[config.mk]
export PLATFORM = sky130hd
export DESIGN_NAME = counter_readback
export DESIGN_NICKNAME = d
export VERILOG_FILES = /design/src/rtl/counter_readback.sv
export SDC_FILE = /design/constraint.sdc
export NUM_CORES = 1
export LEC_CHECK = 0
export ABC_AREA = 1
export CORE_MARGIN = 4
export CORE_UTILIZATION = 35
export CTS_CLUSTER_SIZE = 16
export DETAILED_ROUTE_END_ITERATION = 10
export PLACE_DENSITY = 0.61
export SLEW_MARGIN = 10
export SYNTH_ARGS = -nofsm -noshare
export SYNTH_HDL_FRONTEND = slang
export SYNTH_SLANG_ARGS = --single-unit
[constraint.sdc]
create_clock -name clk -period 2.26 [get_ports clk]
set_input_delay 0.226 -clock clk [delete_from_list [all_inputs] [get_ports clk]]
set_output_delay 0.226 -clock clk [all_outputs]
set_load 0.01 [all_outputs]
[src/rtl/counter_readback.sv]
// Counter 0 read-back path: control-word decode, count/status latching and
// byte-serialised CPU reads of a 16-bit count with a registered data bus.
module counter_readback (
    input  logic        clk,
    input  logic        rst_n,
    input  logic        cs,
    input  logic        ctrl_wr,
    input  logic [7:0]  ctrl_word,
    input  logic        rd,
    input  logic [15:0] live_count,
    input  logic        out_pin,
    input  logic        null_count,
    output logic [7:0]  data_out,
    output logic        data_oe
);

    typedef enum logic {
        PTR_LSB = 1'b0,
        PTR_MSB = 1'b1
    } ptr_t;

    localparam logic [1:0] SEL_CNT0     = 2'b00;
    localparam logic [1:0] SEL_READBACK = 2'b11;
    localparam logic [1:0] RW_LATCH     = 2'b00;
    localparam logic [1:0] RW_LSB       = 2'b01;
    localparam logic [1:0] RW_MSB       = 2'b10;
    localparam logic [1:0] RW_BOTH      = 2'b11;

    logic        rd_q, rd_d;
    logic [1:0]  rw_q, rw_d;
    logic [2:0]  mode_q, mode_d;
    logic        bcd_q, bcd_d;
    logic        cnt_latched_q, cnt_latched_d;
    logic [15:0] latch_q, latch_d;
    logic        st_latched_q, st_latched_d;
    logic [7:0]  status_q, status_d;
    ptr_t        ptr_q, ptr_d;
    logic [7:0]  data_q, data_d;
    logic        oe_q, oe_d;

    logic        read_event;
    logic        ctrl_hit;
    logic        prog_wr;
    logic        latch_cmd;
    logic        rb_cmd;
    logic        rb_count;
    logic        rb_status;
    logic [15:0] count_src;

    // Decode the strobes: a read is the first cycle of rd while selected, and
    // the control word splits into programming, latch and read-back commands.
    always_comb begin
        read_event = cs & rd & ~rd_q;
        ctrl_hit   = ctrl_wr & cs;
        prog_wr    = ctrl_hit & (ctrl_word[7:6] == SEL_CNT0) & (ctrl_word[5:4] != RW_LATCH);
        latch_cmd  = ctrl_hit & (ctrl_word[7:6] == SEL_CNT0) & (ctrl_word[5:4] == RW_LATCH);
        rb_cmd     = ctrl_hit & (ctrl_word[7:6] == SEL_READBACK) & ctrl_word[1];
        rb_count   = rb_cmd & ~ctrl_word[5];
        rb_status  = rb_cmd & ~ctrl_word[4];
        count_src  = cnt_latched_q ? latch_q : live_count;
    end

    // Next-state logic: control writes win over a coincident read, which is
    // dropped so the data bus holds its previous byte.
    always_comb begin
        rd_d          = rd;
        oe_d          = cs & rd;
        rw_d          = rw_q;
        mode_d        = mode_q;
        bcd_d         = bcd_q;
        cnt_latched_d = cnt_latched_q;
        latch_d       = latch_q;
        st_latched_d  = st_latched_q;
        status_d      = status_q;
        ptr_d         = ptr_q;
        data_d        = data_q;

        if (prog_wr) begin
            rw_d          = ctrl_word[5:4];
            mode_d        = ctrl_word[3:1];
            bcd_d         = ctrl_word[0];
            cnt_latched_d = 1'b0;
            st_latched_d  = 1'b0;
            ptr_d         = PTR_LSB;
        end else begin
            if ((latch_cmd | rb_count) & ~cnt_latched_q) begin
                latch_d       = live_count;
                cnt_latched_d = 1'b1;
            end
            if (rb_status & ~st_latched_q) begin
                status_d     = {out_pin, null_count, rw_q, mode_q, bcd_q};
                st_latched_d = 1'b1;
            end
        end

        if (read_event & ~ctrl_wr) begin
            if (st_latched_q) begin
                data_d       = status_q;
                st_latched_d = 1'b0;
            end else begin
                case (rw_q)
                    RW_LSB: begin
                        data_d        = count_src[7:0];
                        cnt_latched_d = 1'b0;
                    end
                    RW_MSB: begin
                        data_d        = count_src[15:8];
                        cnt_latched_d = 1'b0;
                    end
                    RW_BOTH: begin
                        if (ptr_q == PTR_LSB) begin
                            data_d = count_src[7:0];
                            ptr_d  = PTR_MSB;
                        end else begin
                            data_d        = count_src[15:8];
                            ptr_d         = PTR_LSB;
                            cnt_latched_d = 1'b0;
                        end
                    end
                    default: begin
                        data_d = data_q;
                    end
                endcase
            end
        end
    end

    // State register with asynchronous reset to the power-up programming.
    always_ff @(posedge clk or negedge rst_n) begin
        if (!rst_n) begin
            rd_q          <= 1'b0;
            oe_q          <= 1'b0;
            rw_q          <= RW_BOTH;
            mode_q        <= 3'b000;
            bcd_q         <= 1'b0;
            cnt_latched_q <= 1'b0;
            latch_q       <= 16'h0000;
            st_latched_q  <= 1'b0;
            status_q      <= 8'h00;
            ptr_q         <= PTR_LSB;
            data_q        <= 8'h00;
        end else begin
            rd_q          <= rd_d;
            oe_q          <= oe_d;
            rw_q          <= rw_d;
            mode_q        <= mode_d;
            bcd_q         <= bcd_d;
            cnt_latched_q <= cnt_latched_d;
            latch_q       <= latch_d;
            st_latched_q  <= st_latched_d;
            status_q      <= status_d;
            ptr_q         <= ptr_d;
            data_q        <= data_d;
        end
    end

    assign data_out = data_q;
    assign data_oe  = oe_q;

endmodule
# Word level (Yosys, flattened, before mapping)
# Cells that the tools add are included.
# W data, S select, Z words.
[op_classes]
add_sub_neg = 0
multipliers = 0
div = 0
magnitude_cmp = 0
eq_ne = 4
shifts = 0
muxes = 19
bitwise = 21
reduce_logical = 8
[ops]
columns = ["operator", "count"]
rows = [
  ["$pmux W8 S3", 1],
  ["$mux W16", 1],
  ["$mux W8", 2],
  ["$mux W1", 14],
  ["$and A1 B1 Y1", 13],
  ["$not A1 Y1", 7],
  ["$eq A2 B2 Y1 const B", 3],
  ["$reduce_and A2 Y1", 3],
  ["$logic_not A2 Y1", 2],
  ["$reduce_bool A4 Y1", 1],
  ["$eq A2 B1 Y1 const B", 1],
  ["$pmux W1 S2", 1],
  ["$reduce_bool A2 Y1", 1],
  ["$reduce_or A2 Y1", 1],
  ["$or A1 B1 Y1", 1],
]
[word_totals]
reg_bits = 43
latch_bits = 0
ramBits = 0
mem_bits_ro = 0
input_bits = 31
output_inout_bits = 9
wordCells = 63
n_memories = 0

# Depth between registers and ports, before layout
[depth]
word_depth = 12
ltp_mapped = 9
mapped_depth_nobuf = 7

# Least setup slack after synthesis
# OpenSTA, ideal clock, no wires.
[synth_path]
kind = "reg2reg"
from = "register rw_q[1]"
to = "register data_q[4] (netlist: data_out[4])"
setup_ps = 65
arrival_ps = 1100
path_slack_ps = 1096
stages_incl_launch_ff = 8
cell_sequence = "dfstp_2 > inv_1 > nand3_1 > nand2_2 > buf_6 > nor2_1 > nand2_1 > nand2_1"
[synth_between]
elab_chain_len = 3
[synth_lines]
columns = ["item", "line", "rtl"]
rows = [
  ["start: declaration", "30", "logic [1:0] rw_q, rw_d;"],
  ["start signal: assignment", "145", "rw_q <= rw_d;"],
  ["$eq A2 B2 Y1 / $eq A2 B1 Y1 (equally long branches)", "101", "case (rw_q)"],
  ["$pmux W8 S3 / $reduce_bool A4 Y1 (equally long branches)", "n/a", ""],
  ["$mux W8 / $reduce_and A2 Y1 (equally long branches)", "n/a", ""],
  ["end signal: assignment", "153", "data_q <= data_d;"],
  ["end: declaration", "38", "logic [7:0] data_q, data_d;"],
]
# Parallel ways exist; a longest one is shown, timed or not.
# A chain may end at the register's enable or synchronous reset.

# Final worst setup path
[layout_path]
from = "register data_q[5] (netlist: data_out[5])"
to = "output data_out[5]"
[layout_rtl]
columns = ["item", "line", "rtl"]
rows = [
  ["end: declaration", "13", "output logic [7:0] data_out,"],
]
# No word-level cell between the ends.

==> flow_summary.toml <==
[layout]
nets = 370
antenna_cells = 0
final_area_sq_mm = 0.00272
layout.cells.most_common = "nand2_1"
syn2layout_area_growth_pct = 23.7
drive_gt1_frac = 0.0706
final_cell_mix = "153 x nand2_1, 41 x dfrtp_1, 38 x clkdlybuf4s50_1"

[placement]
gp_congestion = 0.812
place_area_sq_mm = 0.00263
port-buffer-count = 39
hpwl_um = 3480

[power_and_ir_drop]
irDropWorstVdd_mv = 0.454
p_leak_nw = 1.47
powerDensity_mw_per_mm2 = 848

[timing]
period_share = 0.634
hold_viol = 0
worst_pin_slew_ns = 0.371
setup_viol = 0
drv_slew = 0
skew_ns = 0.0128
rsz0062_at_grt = "false"
timing.hold.ws_ns = 0.398
relSlewSlack = 0.752
setup_tns_ns = 0
min_period_ns = 1.43
fmax_mhz = 698

[logic_synthesis]
ys_seq_area_frac = 0.490
avgSynthCellArea_sq_um = 7.34
synth_area_sq_mm = 0.00220
ys_types = 23
ys_seq_elements = 43
syn_inst = 300
yosys_warnings = 0
synthesis.nets = 331

[setup_path]
path_cells = "clkdlybuf4s50_1"
cp_max_fo = 2
crit_path_max_incr_delay_ns = 0.55
cpMaxStageDelayCell = "clkdlybuf4s50_1"
crit_family = "buffers and inverters"
cp.arrival_ns = 1.21
path_class = "flop to output pin"
endpoint_kind = "output pin"
path_buf_inv = 1
worstPathRequired_ns = 2.03
r2r_slack_ns = 0.83
reg2reg_from = "st_latched_q"
startpoint = "data_out[5]"
startpoint_type = "flop"

[global_routing]
grt_max_degree = 44
grt_use_total = 0.137
gr-total-overflow = 0
antenna_found_initial = 0
grt_pass1_vias = 1828
grt_pass1_wl_um = 8350

[clock_tree]
numClockSinks = 43
cts_made_buffers = 5
cts_buffer_depth = 2
cts_tree = "done"
clock-root-buffer = "clkbuf_8"
clk_latency_ns = 0.30
post_cts_resized = 0
clk_pin_slew_ns = 0.07
h-tree-depth = 2

[route]
routed_wl_um = 4840
wire_per_inst_um = 11.7
dr_total_vias = 1951
drtIter0Drc = 82
ant_nets = 0
vias_per_cell = 4.70
dr.pass1.iters = 4
drc = 0

[floorplan]
start_util = 0.365
dieArea_sq_mm = 0.00762
die_h_um = 87.3
io_pins = 40
die_x_um = 87.3
core_sq_mm = 0.00603
num_rows = 28

[min_path]
hold_start = "rd"
hold_path.class = "input port to flop"

[status]
status = "complete, no violations"

[run]
cap_viol_max_count = 0
## layout make-up
cell class	instances	area, sq um
clock buffers	8	80.1
fillers	654	3300
inverters	22	85.1
multi-input cells	224	956
flip-flops and latches	43	1080
well taps	75	93.8
repair buffers	43	430
## registers in the layout (all words and copies together), names as in the netlist, 2 cells and up
| register | count |
|---|---|
| latch_q | 16 |
| data_out | 8 |
| status_q | 8 |
| mode_q | 3 |
| rw_q | 2 |
## cell families after synthesis
group                  Yosys count  synth area share
buffers and inverters           33            0.0761
AND/OR/NAND/NOR                210             0.399
AO/OA/AOI/OAI                   14            0.0347
flip-flops                      43             0.490
## power breakdown
group | total [mW] | internal (mW) | switching [mW]
clock network | 0.467 | 0.220 | 0.248
registers | 1.09 | 0.975 | 0.117
logic | 0.752 | 0.334 | 0.418
total | 2.31 | 1.53 | 0.783
## per-layer routing
| layer | GRT usage | wire length [um] |
|---|---|---|
| met5 | 0 | 0 |
| met2 | 0.214 | 2260 |
| met3 | 0.0303 | 245 |
| met1 | 0.193 | 2320 |
| met4 | 0.0335 | 17 |
## cell usage after synthesis
| cell | number | area share |
|---|---|---|
| a21oi_1 | 2 | 0.0045 |
| nand4_2 | 1 | 0.0057 |
| o21ai_1 | 4 | 0.0091 |
| buf_4 | 6 | 0.020 |
| nand3_2 | 1 | 0.0045 |
| nand3_1 | 28 | 0.064 |
| nor2_1 | 19 | 0.032 |
| dfstp_2 | 2 | 0.024 |
| inv_4 | 1 | 0.0028 |
| nor2_4 | 2 | 0.010 |
| o21ai_0 | 5 | 0.011 |
| o22ai_1 | 2 | 0.0057 |
| nand2_4 | 2 | 0.010 |
| nand2_2 | 2 | 0.0057 |
| buf_6 | 2 | 0.010 |
| buf_2 | 3 | 0.0068 |
| a21oi_2 | 1 | 0.0040 |
| inv_2 | 2 | 0.0034 |
| inv_1 | 19 | 0.032 |
| nand2_1 | 153 | 0.26 |
| nor2_2 | 1 | 0.0028 |
| dfrtp_1 | 41 | 0.47 |
| nand3b_1 | 1 | 0.0034 |
## per-stage QoR
step	power (mW)	setup WS, ns	util	std cells
after floorplan	1.56	1.10	-	300
after global placement	1.85	0.603	0.437	406
after detailed placement	1.87	0.580	0.437	406
after CTS	2.35	0.801	0.452	415
after global routing	2.50	0.679	0.452	415
final	2.31	0.828	0.452	415
## worst paths after layout
kind	end	cells after the start
worst max-delay path	data_out[5]	1
worst min-delay path	rd_q	1
worst max register to register	status_q[6]	5
worst min register to register	status_q[1]	2
max in group asynchronous	rw_q[1]	3
min in group asynchronous	latch_q[13]	3
## repair_timing
| item | CTS | global route |
|---|---|---|
| hold endpoints to repair | 41 | 0 |
| hold buffers | 1 | 0 |
| buffers inserted | 0 | 0 |
Power figures use the tool's default switching activity.
